### src/rtl/pipeline_ctrl_pkg.sv
// Shared types and constants for the pipeline hazard controller.
// The optional performance counters are enabled by defining PIPE_PERF_CNT_EN.
package pipeline_ctrl_pkg;

    localparam int RW_DEFAULT = 5;
    localparam int CW_DEFAULT = 32;

    typedef enum logic [1:0] {
        RUN    = 2'd0,
        STALL2 = 2'd1,
        FREEZE = 2'd2
    } state_t;

    // Bundle of the five pipeline control enables, most significant first.
    typedef struct packed {
        logic pc_write;
        logic ifid_write;
        logic ifid_flush;
        logic idex_bubble;
        logic exmem_hold;
    } ctrl_t;

    // Canned control words for each kind of cycle the controller can issue.
    localparam ctrl_t CTRL_RUN    = 5'b11000;
    localparam ctrl_t CTRL_FLUSH  = 5'b11100;
    localparam ctrl_t CTRL_STALL  = 5'b00010;
    localparam ctrl_t CTRL_FREEZE = 5'b00001;
    localparam ctrl_t CTRL_RESET  = 5'b00110;

endpackage

### src/rtl/pipeline_ctrl_reg_match.sv
// Register-dependence detector: does the EX-stage destination feed either
// source operand of the instruction in ID. Register 0 is hardwired zero and
// therefore never creates a dependence.
module reg_match #(
    parameter int RW = 5
) (
    input  logic [RW-1:0] rd,
    input  logic [RW-1:0] rs,
    input  logic [RW-1:0] rt,
    output logic          match
);

    // Pure compare; no state.
    assign match = (rd != '0) && ((rd == rs) || (rd == rt));

endmodule

### src/rtl/pipeline_ctrl.sv
// Pipeline hazard controller: load-use and branch-operand stalls, taken-branch
// flush and memory-busy freeze. Outputs are decoded combinationally from the
// registered state and the current inputs.
// Optional saturating performance counters are enabled by PIPE_PERF_CNT_EN.
//
// state  | meaning
// -------+-----------------------------------------------------------------
// RUN    | normal issue; hazards detected and decoded here
// STALL2 | second stall cycle owed by a branch waiting on a load result
// FREEZE | data memory busy; back end held, ret says where to resume
module pipeline_ctrl
    import pipeline_ctrl_pkg::*;
#(
    parameter int RW = RW_DEFAULT,
    parameter int CW = CW_DEFAULT
) (
    input  logic          clk,
    input  logic          rst,
    input  logic [RW-1:0] ifid_rs,
    input  logic [RW-1:0] ifid_rt,
    input  logic [RW-1:0] idex_rd,
    input  logic          idex_mem_read,
    input  logic          idex_reg_write,
    input  logic          branch,
    input  logic          branch_taken,
    input  logic          mem_busy,
    output logic          pc_write,
    output logic          ifid_write,
    output logic          ifid_flush,
    output logic          idex_bubble,
    output logic          exmem_hold,
    output logic          stall
`ifdef PIPE_PERF_CNT_EN
    ,
    output logic [CW-1:0] stall_cnt,
    output logic [CW-1:0] flush_cnt,
    output logic [CW-1:0] freeze_cnt
`endif
);

    logic   match;
    logic   load_use;
    logic   br_alu;
    logic   br_load;

    state_t state;
    state_t ret;
    state_t eff;
    state_t state_nxt;
    state_t ret_nxt;
    ctrl_t  ctrl;

    reg_match #(.RW(RW)) u_reg_match (
        .rd    (idex_rd),
        .rs    (ifid_rs),
        .rt    (ifid_rt),
        .match (match)
    );

    // Hazard classification of the instruction pair in ID/EX.
    always_comb begin
        load_use = idex_mem_read & match;
        br_alu   = branch & idex_reg_write & ~idex_mem_read & match;
        br_load  = branch & idex_mem_read & match;
    end

    // Decode the control word and next state. A FREEZE whose memory has
    // become ready behaves, in this same cycle, exactly like its return
    // state, so the decode works from that effective state.
    always_comb begin
        eff       = ((state == FREEZE) && !mem_busy) ? ret : state;
        ctrl      = CTRL_RUN;
        state_nxt = RUN;
        ret_nxt   = ret;
        case (eff)
            RUN: begin
                if (mem_busy) begin
                    ctrl      = CTRL_FREEZE;
                    state_nxt = FREEZE;
                    ret_nxt   = RUN;
                end else if (br_load) begin
                    ctrl      = CTRL_STALL;
                    state_nxt = STALL2;
                end else if (load_use || br_alu) begin
                    ctrl      = CTRL_STALL;
                    state_nxt = RUN;
                end else if (branch && branch_taken) begin
                    ctrl      = CTRL_FLUSH;
                    state_nxt = RUN;
                end else begin
                    ctrl      = CTRL_RUN;
                    state_nxt = RUN;
                end
            end
            STALL2: begin
                if (mem_busy) begin
                    // The owed stall is deferred until the freeze ends.
                    ctrl      = CTRL_FREEZE;
                    state_nxt = FREEZE;
                    ret_nxt   = STALL2;
                end else begin
                    ctrl      = CTRL_STALL;
                    state_nxt = RUN;
                end
            end
            FREEZE: begin
                // Only reachable with mem_busy still high.
                ctrl      = CTRL_FREEZE;
                state_nxt = FREEZE;
            end
            default: begin
                ctrl      = CTRL_RESET;
                state_nxt = RUN;
                ret_nxt   = RUN;
            end
        endcase
        if (rst) begin
            ctrl = CTRL_RESET;
        end
    end

    // Register the controller state; reset drops any pending stall or freeze.
    always_ff @(posedge clk) begin
        if (rst) begin
            state <= RUN;
            ret   <= RUN;
        end else begin
            state <= state_nxt;
            ret   <= ret_nxt;
        end
    end

    // Drive the individual enables from the decoded control word.
    always_comb begin
        pc_write    = ctrl.pc_write;
        ifid_write  = ctrl.ifid_write;
        ifid_flush  = ctrl.ifid_flush;
        idex_bubble = ctrl.idex_bubble;
        exmem_hold  = ctrl.exmem_hold;
        stall       = ~ctrl.pc_write;
    end

`ifdef PIPE_PERF_CNT_EN
    logic stall_ev;
    logic flush_ev;
    logic freeze_ev;

    // Events are qualified by reset so the forced reset outputs are not counted.
    always_comb begin
        stall_ev  = ~rst & ctrl.idex_bubble;
        flush_ev  = ~rst & ctrl.ifid_flush;
        freeze_ev = ~rst & ctrl.exmem_hold;
    end

    // Saturating event counters, cleared by reset.
    always_ff @(posedge clk) begin
        if (rst) begin
            stall_cnt  <= '0;
            flush_cnt  <= '0;
            freeze_cnt <= '0;
        end else begin
            if (stall_ev && (stall_cnt != '1)) begin
                stall_cnt <= stall_cnt + 1'b1;
            end
            if (flush_ev && (flush_cnt != '1)) begin
                flush_cnt <= flush_cnt + 1'b1;
            end
            if (freeze_ev && (freeze_cnt != '1)) begin
                freeze_cnt <= freeze_cnt + 1'b1;
            end
        end
    end
`endif

endmodule

### config.mk
export PLATFORM = sky130hd
export DESIGN_NAME = pipeline_ctrl
export DESIGN_NICKNAME = d
export VERILOG_FILES = /design/src/rtl/pipeline_ctrl_pkg.sv /design/src/rtl/pipeline_ctrl_reg_match.sv /design/src/rtl/pipeline_ctrl.sv
export SDC_FILE = /design/constraint.sdc
export NUM_CORES = 1
export LEC_CHECK = 0
export CORE_AREA = 2 2 39 41
export DETAILED_ROUTE_END_ITERATION = 8
export DIE_AREA = 0 0 41 43
export GPL_ROUTABILITY_DRIVEN = 1
export PLACE_DENSITY = 0.69
export SYNTH_ARGS = -nofsm -noshare
export SYNTH_HDL_FRONTEND = slang
export SYNTH_SLANG_ARGS = --single-unit
export TNS_END_PERCENT = 50
### constraint.sdc
create_clock -name clk -period 3.24 [get_ports clk]
set_input_delay 0.648 -clock clk [delete_from_list [all_inputs] [get_ports clk]]
set_output_delay 0.648 -clock clk [all_outputs]
set_load 0.02 [all_outputs]
==> metrics.yaml, run 1 <==
min_to: "ret[0]"
setup_viol: 0
drc_errors: 0
synth.area.top_cells: "xnor2_1 18%, dfxtp_1 15%, ha_1 9.5%"
powerDensity_nw_per_um2: 243
grt_max_degree: 7
avgSynthCellArea_um2: 8.21
min_from: "ret[0]"
place.detailed.hpwl_um: 892
worstSkewPairLatency_ps: 230
hp-class: "reg2reg"
p_leak_nw: 0.328
clk_pin_slew_ps: 40
cts_resized: 5
synth_cell_types: 26
totalWireLength_um: 1030
cts_root_buf: "clkbuf_4"
yosysWarningCount: 0
fmax_ghz: 0.321
die_h_um: 43
cts_setup_buffers: 0
synth_top_family_by_area: "compound AO/OA/AOI/OAI gates"
met2_usage_pct: 24.4
fin_crit_ps: 3120
timing.slew.headroom_pct: 81.4
rr_worst_depth: 6
outcome: "completed"
cap_violations: 0
synth_top_area_share_pct: 17.8
synthMuxAreaShare_pct: 2.54
clkSinkCount: 3
start_util_pct: 28.5
boundaryPins: 28
end_kind: "output pin"
synth_top_area_cell: "xnor2_1"
ys.flop_type: "dfxtp_1"
synthArstFlopShare_pct: 0
ant_nets: 0
synth-edff-count: 0
syn_inst: 48
routed_via_density: 4.71
timing.setup.tns_ps: 0
use_met3_pct: 4.71
arrival_ps: 2470
synth_compound_gate_area_share_pct: 26.7
grt_overflow_total: 0
final_cell_count_no_fill: 102
gp_congestion: 0.639
diodes: 0
cts_buffer_depth: 2
skew_ps: 0.270
rsz0062_at_grt: "no"
grt_pass1_vias: 434
ys_ff_latch: 3
yosysSeqAreaShare_pct: 15.2
drv_slew: 0
htreeDepth: 1
crit_type: "in2out"
place_area_um2: 737
core_um2: 1380
io_buffer_count: 27
cts_tree: "yes"
fin_crit_sh_pct: 96.2
worstPathRequired_ps: 2590
synth_xor_area_share_pct: 22.2
synth_common_cells: "8 x xnor2_1, 5 x nor2_1, 4 x inv_1"
placedCellCount: 98
dieArea_um2: 1760
drt_iter0_drc: 11
vias: 480
final_util_pct: 54.4
post-place-ws_ps: -187
grt_busiest_layer: "met2"
hold-worst-slack_ps: 491
r2r_end: "state[0]"
drive_above_1_share_pct: 18.6
tightest_slew_ps: 280
r2r-start: "state[0]"
whs_path_depth: 2
synthesis.nets: 73
synth-simple-area-share_pct: 18.1
die_w_um: 41
layout-area-overhead-vs-synth_pct: 91.1
num-nets-final: 112
grt_use_total_pct: 12.7
cp_max_fo: 4
power_mw: 0.183
holdBufCountCts: 0
yosysMostFrequentCell: "xnor2_1"
netlist_area_um2: 394
setup_ws_ps: 122
grt_first_pass_wirelength_um: 1530
r2r_setup_slack_ps: 1850
first_pass_iters: 4
final_area_um2: 753
ir_drop_mv: 0.174
routedWlPerCell_um: 10.1
cp-start-kind: "input pin"
antenna_found_initial: 0
met1_usage_pct: 11.8
hold_viol_final: 0
synthAdderAreaFrac_pct: 9.52
rows: 14
cts_buffers: 3
[how the worst max path moves through the flow]
stage / end / startpoint / slack [ps]
6_report: idex_bubble / mem_busy / 120
5_1_grt: idex_bubble / mem_busy / 10
4_1_cts: ifid_flush / mem_busy / 20
3_5_place_dp: ifid_flush / mem_busy / -190
3_3_place_gp: ifid_flush / mem_busy / -170
2_1_floorplan: ifid_flush / mem_busy / 750
[cell type report]
cell class / count / area, um^2
tap: 16 / 20.0
timing repair buffer: 35 / 320
multi-input combinational: 40 / 312
sequential: 3 / 60.1
clock buffer: 4 / 26.3
fill: 149 / 631
inverter: 4 / 15.0
[flip-flops by register name, indices dropped and copies added, names as in the netlist]
register  count
state         2
ret           1
[report_power, final]
part           leakage, nW  internal, mW  total, mW  switching, mW
combinational        0.288        0.0484     0.0796         0.0312
sequential          0.0244        0.0379     0.0389        0.00102
clock               0.0150        0.0461     0.0646         0.0185
[cells in the final DEF (no fill, tap or decap), types with 2 or more instances in the layout]
cell and n:
inv_1 4, clkdlybuf4s50_1 22, clkbuf_4 3, a21oi_1 2, dlygate4sd2_1 4, ha_1 3
xnor2_1 8, buf_4 8, dfxtp_1 3, nor2_1 5, a211oi_1 2, xor2_1 2
nand3_1 2
[cell families (layout without fill, tap and decap cells)]
logic type | count (synthesis) | count (layout)
compound gates | 13 | 13
xor+xnor | 10 | 10
simple gates | 13 | 13
flops | 3 | 3
fa+ha+maj | 3 | 3
buf+inv | 5 | 43
mux | 1 | 1
[critical path, stage by stage]
cell,delay [ps]
clkdlybuf4s50_1,490
inv_1,60
a31oi_1,220
ha_1,200
nor2b_1,170
buf_4,140
nand2b_1,50
o221ai_1,140
dlygate4sd2_1,360
[layer usage]
metal | share of wire [%] | vias to the layer above
met5 | 0 | -
met1 | 37 | 207
met4 | 0 | 0
met3 | 9.5 | 0
met2 | 53 | 26
li1 | - | 247
Note: power is estimated with default switching activity, not from simulation.
==> inputs of run 2 (changes only) <==
Settings changed: ABC_CLOCK_PERIOD_IN_PS from default to 3240.
==> results of run 2 <==
The final DEF is identical to that of run 1; final timing and power are the same.
==> inputs of run 3 (changes only) <==
Settings changed: CELL_PAD_IN_SITES_DETAIL_PLACEMENT from default to 0, CELL_PAD_IN_SITES_GLOBAL_PLACEMENT from default to 1, CORE_AREA 2 2 39 41 to default, CORE_MARGIN from default to 1, CORE_UTILIZATION from default to 24, DIE_AREA 0 0 41 43 to default, PLACE_DENSITY 0.69 to 0.81.
==> metrics.yaml, run 3 (same netlist as run 1, synthesis figures left out) <==
setup_ws_ps: 149
place.detailed.hpwl_um: 924
start_util_pct: 25.9
timing.slew.headroom_pct: 83.0
boundaryPins: 28
grt_pass1_vias: 483
cp_max_fo: 3
cp-start-kind: "input pin"
fin_crit_sh_pct: 95.4
ant_nets: 0
grt_max_degree: 7
r2r-start: "state[1]"
largest_register_ffs: 2
ir_drop_mv: 0.154
dieArea_um2: 1810
post-place-ws_ps: -235
num-nets-final: 114
cts_root_buf: "clkbuf_4"
routedWlPerCell_um: 9.65
switching_share_pct: 27.7
antenna_found_initial: 0
hp-class: "reg2reg"
drv_slew: 0
fin_crit_ps: 3090
fill_cells: 168
placedCellCount: 100
r2r_end: "ret[0]"
final_common_cell: "clkdlybuf4s50_1"
combPwrFrac_pct: 44.1
core_um2: 1520
first_pass_iters: 4
final_util_pct: 50.6
end_kind: "output pin"
seq_area_um2: 60.1
final_cell_count_no_fill: 104
seqPwrFrac_pct: 21.0
rr_worst_depth: 8
multi_input_area_um2: 314
drive_above_1_share_pct: 21.6
routed_via_density: 4.72
top_regs: "state (2), ret (1)"
final_area_um2: 771
layout-area-overhead-vs-synth_pct: 95.6
clkSinkCount: 3
holdBufCountCts: 0
die_w_um: 42.5
fmax_ghz: 0.324
gp_congestion: 0.716
tightest_slew_ps: 253
grt_overflow_total: 0
hold_viol_final: 0
min_from: "ret[0]"
diodes: 0
p_switching_mw: 0.0513
drc_errors: 0
cts_buffers: 3
skew_ps: 0.614
p_leak_nw: 0.339
io_buffer_count: 27
clk_pin_slew_ps: 30
cap_violations: 0
cts_buffer_depth: 2
hold-worst-slack_ps: 493
grt_use_total_pct: 12.2
top_register: "state"
arrival_ps: 2440
whs_path_depth: 2
crit_type: "in2out"
totalWireLength_um: 1000
vias: 491
outcome: "completed"
p_int_mw: 0.134
cts_tree: "yes"
drt_iter0_drc: 5
layout_common_cells: "22 x clkdlybuf4s50_1, 10 x buf_4, 8 x xnor2_1"
powerDensity_nw_per_um2: 241
htreeDepth: 1
r2r_setup_slack_ps: 1870
pwr-share-clk_pct: 34.9
rows: 14
setup_viol: 0
place_area_um2: 752
worstPathRequired_ps: 2590
worstSkewPairLatency_ps: 230
grt_first_pass_wirelength_um: 1710
min_to: "ret[0]"
rsz0062_at_grt: "no"
die_h_um: 42.5
## run 3: worst max-delay path by stage
| stage | cells after the start | slack (ps) | startpoint | endpoint |
|---|---|---|---|---|
| finish | 9 | 150 | mem_busy | ifid_flush |
| CTS | 9 | 20 | mem_busy | ifid_flush |
| detailed placement | 9 | -230 | mem_busy | ifid_flush |
| global route | 9 | 30 | mem_busy | ifid_flush |
| floorplan | 7 | 750 | mem_busy | ifid_flush |
| global placement | 8 | -190 | mem_busy | ifid_flush |
## run 3: repair_timing
action                     CTS  global route
buffers inserted             0             0
setup endpoints to repair    5             4
resized for setup            6             2
## run 3: per-layer routing
metal | vias up | part of all wire, % | track usage, %
met4 | 0 | 0 | 1.88
met5 | - | 0 | 0
met1 | 217 | 37 | 10.3
met2 | 23 | 54 | 25.2
li1 | 251 | - | -
met3 | 0 | 9.1 | 5.60
## run 3: power by group through the flow
stage          combinational (mW)  sequential (mW)  clock, mW
2_1_floorplan              0.0346           0.0392          0
3_3_place_gp               0.0851           0.0394          0
3_5_place_dp               0.0859           0.0394          0
4_1_cts                    0.0831           0.0389     0.0684
5_1_grt                    0.0888           0.0389     0.0733
6_report                   0.0817           0.0389     0.0648
## run 3: cell type report
cell class	count	share of cell area, %
tap	16	2.60
sequential	3	7.79
multi-input combinational	40	40.7
timing repair buffer	37	43.5
inverter	4	1.95
clock buffer	4	3.41
## run 3: critical path, cell delays in order
cell,delay [ps]
clkdlybuf4s50_1,430
inv_1,80
a31oi_1,110
ha_1,230
nor2b_2,160
and3_1,190
a211o_1,250
a21o_2,180
clkbuf_2,150
## run 3: stage by stage
step | setup TNS [ps] | power (mW)
after floorplan | 0 | 0.0738
after global placement | -498 | 0.125
after detailed placement | -692 | 0.125
after CTS | 0 | 0.190
after global routing | 0 | 0.201
final | 0 | 0.185
